--- src/rtl/mips_pipe_pkg.sv ---
// Shared constants for the MIPS front-end: NOP encoding, default reset PC,
// fetch FSM encoding and the IF/ID register layout.
package mips_pipe_pkg;

  localparam logic [31:0] NOP_INSTR        = 32'h0000_0000;
  localparam logic [31:0] RESET_PC_DEFAULT = 32'h0000_0000;

  localparam logic [1:0] ST_BOOT  = 2'd0;
  localparam logic [1:0] ST_RUN   = 2'd1;
  localparam logic [1:0] ST_STALL = 2'd2;

  typedef struct packed {
    logic [31:0] instr;
    logic [31:0] pc_plus4;
    logic        valid;
  } ifid_t;

  localparam ifid_t IFID_BUBBLE = '{instr: NOP_INSTR, pc_plus4: 32'h0, valid: 1'b0};

endpackage

--- src/rtl/sat_counter.sv ---
// Event counter that sticks at all-ones instead of wrapping.
module sat_counter #(
  parameter int W = 16
) (
  input  logic         clk,
  input  logic         clr_n,
  input  logic         inc,
  output logic [W-1:0] count
);

  always_ff @(posedge clk or negedge clr_n) begin
    if (!clr_n) begin
      count <= '0;
    end else if (inc && (count != '1)) begin
      count <= count + W'(1);
    end
  end

endmodule

--- src/rtl/fetch_ifid_ctrl.sv ---
// PC register, IF/ID register and instruction-memory address generation,
// with redirect/stall/flush handling, a stall watchdog and debug counters.
module fetch_ifid_ctrl
  import mips_pipe_pkg::*;
#(
  parameter logic [31:0] RESET_PC  = RESET_PC_DEFAULT,
  parameter int          CNT_W     = 16,
  parameter int          STALL_MAX = 64
) (
  input  logic             Clk,
  input  logic             Reset_n,
  input  logic             NotStall_PC,
  input  logic             NotStall_IFID,
  input  logic             Flush_ID,
  input  logic             JumpTaken_EX,
  input  logic [31:0]      JumpTarget_EX,
  input  logic             Branch_MEM,
  input  logic [31:0]      BranchTarget_MEM,
  output logic [31:0]      IMem_Addr,
  input  logic [31:0]      IMem_RdData,
  output logic [31:0]      PC_IF,
  output logic [31:0]      Instruction_ID,
  output logic [31:0]      PCPlus4_ID,
  output logic             Valid_ID,
  output logic             Stall_Timeout,
  output logic [CNT_W-1:0] StallCount,
  output logic [CNT_W-1:0] FlushCount
);

  localparam int                RUN_W       = $clog2(STALL_MAX + 1);
  localparam logic [RUN_W-1:0] STALL_MAX_R = RUN_W'(STALL_MAX);

  logic             stall;
  logic             redirect;
  logic             flush_evt;
  logic             stall_evt;
  logic [31:0]      pc_reg;
  logic [31:0]      pc_next;
  logic [31:0]      pc_plus4;
  ifid_t            ifid_reg;
  ifid_t            ifid_next;
  logic [1:0]       state_reg;
  logic [1:0]       state_next;
  logic [RUN_W-1:0] run_cnt_reg;
  logic [RUN_W-1:0] run_cnt_next;
  logic             timeout_reg;
  logic             timeout_next;

  // Either stall input freezes the whole front end; redirects win over both.
  assign stall     = !NotStall_PC || !NotStall_IFID;
  assign redirect  = Branch_MEM || JumpTaken_EX;
  assign flush_evt = Flush_ID || redirect;
  assign stall_evt = stall && !redirect;
  assign pc_plus4  = pc_reg + 32'd4;

  always_comb begin
    pc_next = pc_plus4;
    if (Branch_MEM) begin
      pc_next = BranchTarget_MEM;
    end else if (JumpTaken_EX) begin
      pc_next = JumpTarget_EX;
    end else if (stall) begin
      pc_next = pc_reg;
    end
  end

  // The ROM registers this address, so its data lines up with PC_IF next cycle.
  assign IMem_Addr = pc_next;

  always_comb begin
    ifid_next = ifid_reg;
    if (state_reg == ST_BOOT || flush_evt) begin
      ifid_next = IFID_BUBBLE;
    end else if (!NotStall_IFID) begin
      ifid_next = ifid_reg;
    end else if (!NotStall_PC) begin
      // PC is frozen, so loading now would present the same word twice.
      ifid_next = IFID_BUBBLE;
    end else begin
      ifid_next = '{instr: IMem_RdData, pc_plus4: pc_plus4, valid: 1'b1};
    end
  end

  always_comb begin
    state_next   = state_reg;
    run_cnt_next = run_cnt_reg;
    timeout_next = timeout_reg;
    case (state_reg)
      ST_BOOT: state_next = ST_RUN;
      ST_RUN: begin
        if (stall_evt) begin
          state_next   = ST_STALL;
          run_cnt_next = RUN_W'(1);
        end
      end
      ST_STALL: begin
        if (stall_evt) begin
          if (run_cnt_reg != STALL_MAX_R) begin
            run_cnt_next = run_cnt_reg + RUN_W'(1);
          end
        end else begin
          state_next   = ST_RUN;
          run_cnt_next = '0;
        end
      end
      default: begin
        state_next   = ST_RUN;
        run_cnt_next = '0;
      end
    endcase
    if (run_cnt_next == STALL_MAX_R) begin
      timeout_next = 1'b1;
    end
  end

  always_ff @(posedge Clk or negedge Reset_n) begin
    if (!Reset_n) begin
      pc_reg      <= RESET_PC;
      ifid_reg    <= IFID_BUBBLE;
      state_reg   <= ST_BOOT;
      run_cnt_reg <= '0;
      timeout_reg <= 1'b0;
    end else begin
      pc_reg      <= pc_next;
      ifid_reg    <= ifid_next;
      state_reg   <= state_next;
      run_cnt_reg <= run_cnt_next;
      timeout_reg <= timeout_next;
    end
  end

  sat_counter #(.W(CNT_W)) u_stall_cnt (
    .clk   (Clk),
    .clr_n (Reset_n),
    .inc   (stall_evt),
    .count (StallCount)
  );

  sat_counter #(.W(CNT_W)) u_flush_cnt (
    .clk   (Clk),
    .clr_n (Reset_n),
    .inc   (flush_evt),
    .count (FlushCount)
  );

  assign PC_IF          = pc_reg;
  assign Instruction_ID = ifid_reg.instr;
  assign PCPlus4_ID     = ifid_reg.pc_plus4;
  assign Valid_ID       = ifid_reg.valid;
  assign Stall_Timeout  = timeout_reg;

endmodule

--- config.mk ---
export PLATFORM = sky130hd
export DESIGN_NAME = fetch_ifid_ctrl
export DESIGN_NICKNAME = d
export VERILOG_FILES = /design/src/rtl/mips_pipe_pkg.sv /design/src/rtl/sat_counter.sv /design/src/rtl/fetch_ifid_ctrl.sv
export SDC_FILE = /design/constraint.sdc
export NUM_CORES = 1
export LEC_CHECK = 0
export BUFFER_PORTS_ARGS = -buffer_cell sky130_fd_sc_hd__buf_4
export CAP_MARGIN = 30
export CORE_ASPECT_RATIO = 1.1
export CORE_MARGIN = 3
export CORE_UTILIZATION = 25
export DETAILED_ROUTE_END_ITERATION = 10
export GPL_TIMING_DRIVEN = 0
export SETUP_SLACK_MARGIN = 0.2
export SLEW_MARGIN = 15
export SYNTH_ARGS = -nofsm -noshare
export SYNTH_HDL_FRONTEND = slang
export SYNTH_HIERARCHICAL = 1
export SYNTH_SLANG_ARGS = --single-unit
--- constraint.sdc ---
create_clock -name Clk -period 5.6 [get_ports Clk]
set_clock_uncertainty 0.15 [all_clocks]
set_input_delay 1.12 -clock Clk [delete_from_list [all_inputs] [get_ports Clk]]
set_output_delay 1.12 -clock Clk [all_outputs]
set_load 0.01 [all_outputs]
==> results.py, run 1 <==
metrics = {
    "worst_setup_path": {
        "rr_endpoint": "PC_IF[26]",
        "regToRegSetupSlack_ns": 2.62,
        "slowest_delay_ns": 0.58,
        "worst_setup_path_start_kind": "input port",
        "r2r-start": "PC_IF[2]",
        "worst_path_max_delay_cell": "buf_1",
        "cp_cell_sequence": "buf_4 > clkbuf_1 > clkbuf_1 > buf_1 > mux2i_1 > o21ai_0 > buf_4",
        "worstPathArrival_ns": 3.32,
        "crit_fanout": 10,
        "endpoint_kind": "output pin",
        "rr_worst_depth": 6,
        "path_class": "input port to output pin",
        "crit_required_ns": 4.33,
    },
    "cells_and_area": {
        "antenna_cells": 0,
        "layout-drive-gt1-share_pct": 32.45,
        "area_delta_synth_final_pct": 41.79,
        "layout_common_cells": "263 x buf_4, 139 x dfrtp_1, 80 x nand2_1",
        "fillers": 2895,
        "final_common_cell": "buf_4",
        "nets": 1118,
        "fin_util_pct": 36.48,
    },
    "global_route": {
        "grt_max_degree": 82,
        "grt_pass1_vias": 6871,
        "grt_pass1_wl_um": 40100,
        "overflow": 0,
        "grt_use_total_pct": 16.50,
        "antenna_found_initial": 0,
    },
    "power_and_ir_drop": {
        "irDropWorstVdd_uv": 136.5,
        "power.density_nw_per_um2": 278.3,
        "power.leakage_nw": 4.729,
        "p_total_w": 0.002862,
    },
    "cts": {
        "cts_buffers": 17,
        "ctsHoldBuffers": 0,
        "cts_tree": "built",
        "cts.sinks": 139,
        "clk_latency_ns": 0.42,
        "cts-root-buf": "clkbuf_16",
        "postCtsSetupBuffers": 0,
        "cts_resized": 0,
        "path_clk_slew_ns": 0.06,
        "htreeDepth": 4,
        "clockBufferDepth": 2,
    },
    "sta": {
        "fin_setup_tns_ns": 0,
        "min_period_ns": 4.592,
        "max_freq_mhz": 217.7,
        "rsz0062_at_grt": "no",
        "drv_slew": 0,
        "hold_viol": 0,
        "holdWs_ns": 0.3217,
        "tightest_slew_ns": 0.9397,
        "maxSlewHeadroom_pct": 36.77,
        "setup_viol": 0,
        "timing.final.crit_share_pct": 82.01,
    },
    "synthesis": {
        "synth_nets": 833,
        "syn_inst": 725,
        "synth-main-ff-cell": "dfrtp_1",
        "synth_edf_count": 0,
        "synth_cell_type_count": 66,
        "yosys_register_bits": 139,
        "ys_seq_area_share_pct": 47.96,
        "ys_async_sr_fraction_pct": 100.0,
        "synth_area_um2": 7252,
        "synth_warnings": 6,
        "syn_area_per_cell_um2": 10.00,
    },
    "drt": {
        "via_count": 6969,
        "dr.pass1.iters": 4,
        "ant_nets": 0,
        "wirelength_um": 26310,
        "drc": 0,
        "vias_per_cell": 5.028,
        "drtIter0Drc": 557,
        "post_drt_wl_per_cell_um": 18.98,
    },
    "status": {
        "outcome": "completed",
    },
    "floorplan": {
        "die_w_um": 168.4,
        "die_h_um": 184.6,
        "io_pins": 265,
        "fp.dieArea_um2": 31090,
        "row_count": 64,
        "initial_core_util_pct": 25.73,
        "core_um2": 28190,
    },
    "placed_design": {
        "gp_congestion": 0.9185,
        "port_buffers": 264,
        "dp_hpwl_um": 20250,
    },
    "min_path": {
        "min_from": "Stall_Timeout",
        "min_to": "Stall_Timeout",
        "min_path_cells": 2,
        "hp-class": "flop to flop",
    },
    "run": {
        "maxCapViolCount": 0,
    },
}
==> power by group <==
group / internal (W) / switching [W]
Sequential: 0.00108 / 0.000126
Clock: 0.000614 / 0.000470
Combinational: 0.000271 / 0.000301
Total: 0.00196 / 0.000898
==> worst max path at each step <==
| stage | startpoint | slack [ns] | to | depth (start not counted) |
|---|---|---|---|---|
| after floorplan | JumpTaken_EX | 1.81 | IMem_Addr[0] | 5 |
| after global placement | JumpTaken_EX | 1.03 | IMem_Addr[11] | 7 |
| after detailed placement | JumpTaken_EX | 1.03 | IMem_Addr[5] | 7 |
| after CTS | JumpTaken_EX | 1.02 | IMem_Addr[11] | 7 |
| after global routing | JumpTaken_EX | 0.85 | IMem_Addr[7] | 7 |
| final | JumpTaken_EX | 1.01 | IMem_Addr[11] | 7 |
==> per-layer routing <==
metal  global-route usage (%)  up-vias  wire length (um)  part of all wire [%]
met4                    6.612        0               862                   3.3
met3                    4.054       39              1776                   6.8
li1                         -     3270                 -                     -
met2                    25.62      267             12080                    46
met1                    22.17     3393             11590                    44
met5                        0        -                 0                     0
==> cell families after synthesis <==
| logic type | synth area share [%] |
|---|---|
| simple gates | 22.24 |
| buf+inv | 3.071 |
| xor+xnor | 6.280 |
| flops | 47.96 |
| mux | 2.260 |
| fa+ha+maj | 0.8627 |
| compound gates | 17.32 |
==> through the flow <==
stage	cell area (um^2)	cells	setup slack, ns
global placement	9688	1352	1.031
detailed placement	9728	1354	1.032
CTS	10280	1386	1.022
global route	10280	1386	0.8460
floorplan	7252	725	1.807
finish	10280	1386	1.008
==> cell usage after synthesis (4+ instances only) <==
cell	count	area [um^2]
clkbuf_1	32	120.1
nor3_1	10	50.05
o21a_1	12	90.09
a21oi_1	30	150.1
nor4_1	12	75.07
o21ai_0	50	250.2
o22ai_1	7	43.79
nand2b_1	10	62.56
ha_1	5	62.56
a22o_1	38	332.8
nand2_1	80	300.3
inv_1	13	48.80
nor2b_1	6	37.54
and4_1	7	61.31
o31ai_1	6	45.04
nor2_1	27	101.4
nor4_4	4	85.08
nand3_1	36	180.2
and3_1	11	68.82
dfrtp_1	139	3478
xnor2_1	21	183.9
a31oi_1	8	50.05
nand4_1	38	237.7
or3_1	7	43.79
mux2i_1	13	130.1
xor2_1	31	271.5
==> worst max-delay path: cells and delay by family <==
kind | cells | cell delay [ns]
buffers and inverters | 5 | 1.75
muxes | 1 | 0.15
AOI/OAI and AO/OA | 1 | 0.31
==> final cells by class <==
type	instances	area, um^2	area share (%)
flip-flops and latches	139	3478	33.83
multi-input cells	533	3551	34.53
clock inverters	13	121.4	1.180
inverters	14	57.56	0.5597
clock buffers	19	432.9	4.210
repair buffers	266	2022	19.66
well taps	363	454.2	4.417
plain buffers	39	165.2	1.606
(Power assumes the default switching activity.)
==> run 2: changes to the inputs <==
Clock period 5.6 ns to 4.3 ns, I/O delays scaled along.
==> results.py, run 2 (synthesized netlist as in run 1, its figures left out) <==
metrics = {
    "worst_setup_path": {
        "crit_required_ns": 3.29,
        "worst_path_max_delay_cell": "dfrtp_1",
        "crit_fanout": 9,
        "rr_worst_depth": 6,
        "r2r-start": "PC_IF[2]",
        "endpoint_kind": "output pin",
        "timing.critical_path.buf_inv": 1,
        "cp_cell_sequence": "ha_1 > nand4_1 > nor2_2 > a31o_2 > a21oi_1 > o31ai_1 > buf_4",
        "rr_endpoint": "PCPlus4_ID[30]",
        "worstPathArrival_ns": 2.99,
        "path_delay_family": "simple AND/OR/NAND/NOR gates",
        "slowest_delay_ns": 0.56,
        "cp.depth": 7,
        "worst_setup_path_start_kind": "flop",
        "path_class": "flop to output pin",
        "regToRegSetupSlack_ns": 1.64,
    },
    "cts": {
        "cts.sinks": 139,
        "htreeDepth": 4,
        "postCtsSetupBuffers": 0,
        "path_clk_slew_ns": 0.07,
        "cts_tree": "built",
        "cts_buffers": 17,
        "cts-root-buf": "clkbuf_16",
        "ctsHoldBuffers": 0,
        "clockBufferDepth": 2,
        "clk_latency_ns": 0.42,
    },
    "power_and_ir_drop": {
        "p_sw_share_pct": 31.46,
        "internal_power_w": 0.002559,
        "p_clk_share_pct": 37.9,
        "power.density_nw_per_um2": 361.9,
        "p_sw_w": 0.001175,
        "seqPwrFrac_pct": 42.1,
        "pwr-share-comb_pct": 20.0,
        "power.leakage_nw": 4.753,
        "irDropWorstVdd_uv": 179.0,
    },
    "floorplan": {
        "fp.dieArea_um2": 31090,
        "core_um2": 28190,
        "io_pins": 265,
        "die_w_um": 168.4,
        "initial_core_util_pct": 25.73,
        "die_h_um": 184.6,
        "row_count": 64,
    },
    "sta": {
        "min_period_ns": 4.001,
        "timing.final.crit_share_pct": 93.06,
        "setup_viol": 0,
        "tightest_slew_ns": 0.7992,
        "hold_viol": 0,
        "drv_slew": 0,
        "maxSlewHeadroom_pct": 46.52,
        "fin_setup_tns_ns": 0,
        "max_freq_mhz": 249.9,
        "rsz0062_at_grt": "yes",
    },
    "cells_and_area": {
        "layout-drive-gt1-share_pct": 33.24,
        "final_common_cell": "buf_4",
        "nets": 1118,
        "antenna_cells": 0,
        "layout_common_cells": "263 x buf_4, 139 x dfrtp_1, 80 x nand2_1",
        "fin_cells": 1386,
        "area_delta_synth_final_pct": 42.25,
    },
    "run": {
        "maxCapViolCount": 0,
    },
    "global_route": {
        "grt_pass1_vias": 6870,
        "grt_max_degree": 82,
        "grt_pass1_wl_um": 40080,
        "overflow": 0,
        "grt_use_total_pct": 16.50,
        "antenna_found_initial": 0,
    },
    "drt": {
        "drc": 0,
        "drtIter0Drc": 526,
        "ant_nets": 0,
        "wirelength_um": 26340,
        "post_drt_wl_per_cell_um": 19.01,
        "vias_per_cell": 5.041,
        "dr.pass1.iters": 5,
        "via_count": 6987,
    },
    "placed_design": {
        "gp_congestion": 0.9185,
        "place_inst": 1354,
        "port_buffers": 264,
        "dp_hpwl_um": 20250,
    },
    "status": {
        "outcome": "completed",
    },
    "min_path": {
        "hp-class": "input port to asynchronous set/reset pin",
    },
}
## run 2: layout make-up
class                   instances  area, um^2
plain buffers                  39       170.2
clock buffers                  19       432.9
clock inverters                13       121.4
fillers                      2890       17870
inverters                      14       57.56
multi-input cells             533        3580
flip-flops and latches        139        3478
well taps                     363       454.2
repair buffers                266        2022
## run 2: through the flow
step / setup slack, ns / total power, W / hold slack [ns] / util [%] / cell area (um^2)
after floorplan: 1.027 / 0.001899 / 0.3611 / - / 7252
after global placement: 0.2513 / 0.002332 / 0.3101 / 34.37 / 9688
after detailed placement: 0.2524 / 0.002342 / 0.3175 / 34.51 / 9728
after CTS: 0.2040 / 0.003772 / 0.2932 / 36.50 / 10290
after global routing: 0.1085 / 0.003907 / 0.2976 / 36.60 / 10320
final: 0.2985 / 0.003733 / 0.2606 / 36.60 / 10320
## run 2: power groups by stage
| stage | clock (W) | combinational (W) | sequential [W] |
|---|---|---|---|
| finish | 0.00142 | 0.000748 | 0.00157 |
| global route | 0.00150 | 0.000818 | 0.00159 |
| CTS | 0.00145 | 0.000755 | 0.00157 |
| detailed placement | 0 | 0.000750 | 0.00159 |
| global placement | 0 | 0.000744 | 0.00159 |
| floorplan | 0 | 0.000302 | 0.00160 |
## run 2: timing repair
item / CTS / global route
pin swaps: 0 / 0
setup endpoints to repair: 2 / 24
gates cloned: 0 / 0
resized for setup: 1 / 11
## run 2: how the worst max path moves through the flow
stage | to | slack, ns | start
after global placement | IMem_Addr[11] | 0.25 | JumpTaken_EX
after detailed placement | IMem_Addr[5] | 0.25 | JumpTaken_EX
final | IMem_Addr[24] | 0.30 | PC_IF[2]
after CTS | IMem_Addr[24] | 0.20 | PC_IF[2]
after floorplan | IMem_Addr[0] | 1.03 | JumpTaken_EX
after global routing | IMem_Addr[30] | 0.11 | PC_IF[2]
## run 2: per-layer routing
layer | track usage (%) | vias to the layer above | share of wire, % | routed length, um
li1 | - | 3277 | - | -
met1 | 22.15 | 3387 | 45 | 11730
met2 | 25.62 | 280 | 46 | 12040
met3 | 4.054 | 43 | 6.5 | 1703
met4 | 6.612 | 0 | 3.3 | 864
met5 | 0 | - | 0 | 0
==> run 3: changes to the inputs <==
Settings changed: PLACE_DENSITY from default to 0.46.
==> results.py, run 3 (synthesized netlist as in run 1, its figures left out) <==
metrics = {
    "status": {
        "outcome": "completed",
    },
    "cells_and_area": {
        "nets": 1118,
        "fin_util_pct": 36.71,
        "fin_cells": 1386,
        "layout_common_cells": "263 x buf_4, 139 x dfrtp_1, 80 x nand2_1",
        "area_delta_synth_final_pct": 42.70,
        "final_common_cell": "buf_4",
        "layout-drive-gt1-share_pct": 33.17,
        "fillers": 2932,
    },
    "cts": {
        "cts.sinks": 139,
        "htreeDepth": 4,
        "postCtsSetupBuffers": 0,
        "cts_tree": "built",
        "clockBufferDepth": 2,
        "cts_buffers": 17,
        "ctsHoldBuffers": 0,
        "path_clk_slew_ns": 0.06,
        "clk_latency_ns": 0.43,
        "cts-root-buf": "clkbuf_16",
    },
    "global_route": {
        "overflow": 0,
        "grt_max_degree": 81,
        "antenna_found_initial": 1,
        "grt_pass1_vias": 6757,
        "grt_use_total_pct": 17.27,
        "grt_pass1_wl_um": 41300,
    },
    "drt": {
        "drtIter0Drc": 470,
        "wirelength_um": 27420,
        "ant_nets": 0,
        "vias_per_cell": 4.943,
        "drc": 0,
        "post_drt_wl_per_cell_um": 19.79,
        "dr.pass1.iters": 5,
        "via_count": 6851,
    },
    "sta": {
        "hold_viol": 0,
        "min_period_ns": 3.992,
        "drv_slew": 0,
        "max_freq_mhz": 250.5,
        "timing.final.crit_share_pct": 92.83,
        "maxSlewHeadroom_pct": 49.22,
        "fin_setup_tns_ns": 0,
        "rsz0062_at_grt": "yes",
        "setup_viol": 0,
        "tightest_slew_ns": 0.7589,
    },
    "placed_design": {
        "gp_congestion": 0.8316,
        "port_buffers": 264,
        "place_inst": 1354,
        "dp_hpwl_um": 20790,
    },
    "worst_setup_path": {
        "worst_setup_path_start_kind": "flop",
        "worstPathArrival_ns": 2.98,
        "crit_required_ns": 3.29,
        "crit_fanout": 10,
        "endpoint_kind": "output pin",
        "path_class": "flop to output pin",
    },
    "min_path": {
        "hp-class": "input port to asynchronous set/reset pin",
    },
    "power_and_ir_drop": {
        "power.density_nw_per_um2": 369.6,
        "power.leakage_nw": 4.756,
        "p_total_w": 0.003825,
        "irDropWorstVdd_uv": 196.5,
    },
    "floorplan": {
        "row_count": 64,
        "fp.dieArea_um2": 31090,
        "initial_core_util_pct": 25.73,
        "core_um2": 28190,
        "die_h_um": 184.6,
        "io_pins": 265,
        "die_w_um": 168.4,
    },
    "run": {
        "maxCapViolCount": 0,
    },
}
==> run 3: changes by cell type in the layout (fill, tap and decap cells not counted) <==
cell / delta
nor4_1: -2
bufinv_16: +2
inv_6: -2
buf_1: +1
diode_2: +1
clkbuf_2: -2
nor4_4: -1
clkbuf_1: +1
clkinvlp_4: -2
clkinv_4: -1
nor4_2: +3
clkinv_2: +2
==> run 3: area by class of cell <==
cell class / count / area [um^2] / share of cell area (%)
clock buffer: 19 / 432.9 / 4.183
timing repair buffer: 266 / 2021 / 19.53
clock inverter: 12 / 150.1 / 1.451
sequential: 139 / 3478 / 33.61
buffer: 39 / 168.9 / 1.632
inverter: 14 / 57.56 / 0.5562
tap: 363 / 454.2 / 4.389
multi-input combinational: 533 / 3583 / 34.63
antenna: 1 / 2.502 / 0.02418
==> run 3: worst max-delay path, cell delays in order, from the launching register on <==
cell and delay (ns):
dfrtp_1 0.39, clkbuf_1 0.32, nand4_1 0.18, nor4_2 0.38, buf_2 0.33, nand4_1 0.25, nand3_1 0.16, nor3b_1 0.34
buf_4 0.19
==> run 3: path summary, 6_finish.rpt <==
check / start / end / slack, ns / depth (start not counted)
worst max-delay path: PC_IF[8] / IMem_Addr[29] / 0.31 / 8
worst min-delay path: Reset_n / Instruction_ID[21] / 0.20 / 1
worst max register to register: PC_IF[8] / PC_IF[29] / 1.65 / 7
worst min register to register: Stall_Timeout / Stall_Timeout / 0.32 / 2
max in group asynchronous: Reset_n / PC_IF[2] / 3.01 / 2
min in group Clk: Stall_Timeout / Stall_Timeout / 0.32 / 2
==> run 3: per-stage QoR <==
stage	area (um^2)	hold slack (ns)	worst slack, ns
finish	10350	0.2028	0.3083
floorplan	7252	0.3611	1.027
detailed placement	9727	0.3212	0.1307
global route	10350	0.2260	0.04730
CTS	10320	0.2202	0.2022
global placement	9688	0.3144	0.1026
==> run 3: per-layer routing <==
layer	GRT usage [%]	share of wire, %	routed length (um)	up-vias
met4	5.466	2.2	600	0
met1	23.24	45	12310	3315
met5	0	0	0	-
met3	3.389	5.1	1411	29
li1	-	-	-	3279
met2	28.14	48	13110	228
==> run 3: power by group <==
part           total, W  internal [W]  switching [W]
sequential      0.00157       0.00141       0.000166
clock           0.00151      0.000906       0.000601
combinational  0.000746      0.000353       0.000393
==> run 3: repair_timing <==
item / in CTS / in global routing
endpoints found under the setup margin: 15 / 16
resized for setup: 3 / 7
hold endpoints to repair: 0 / 0
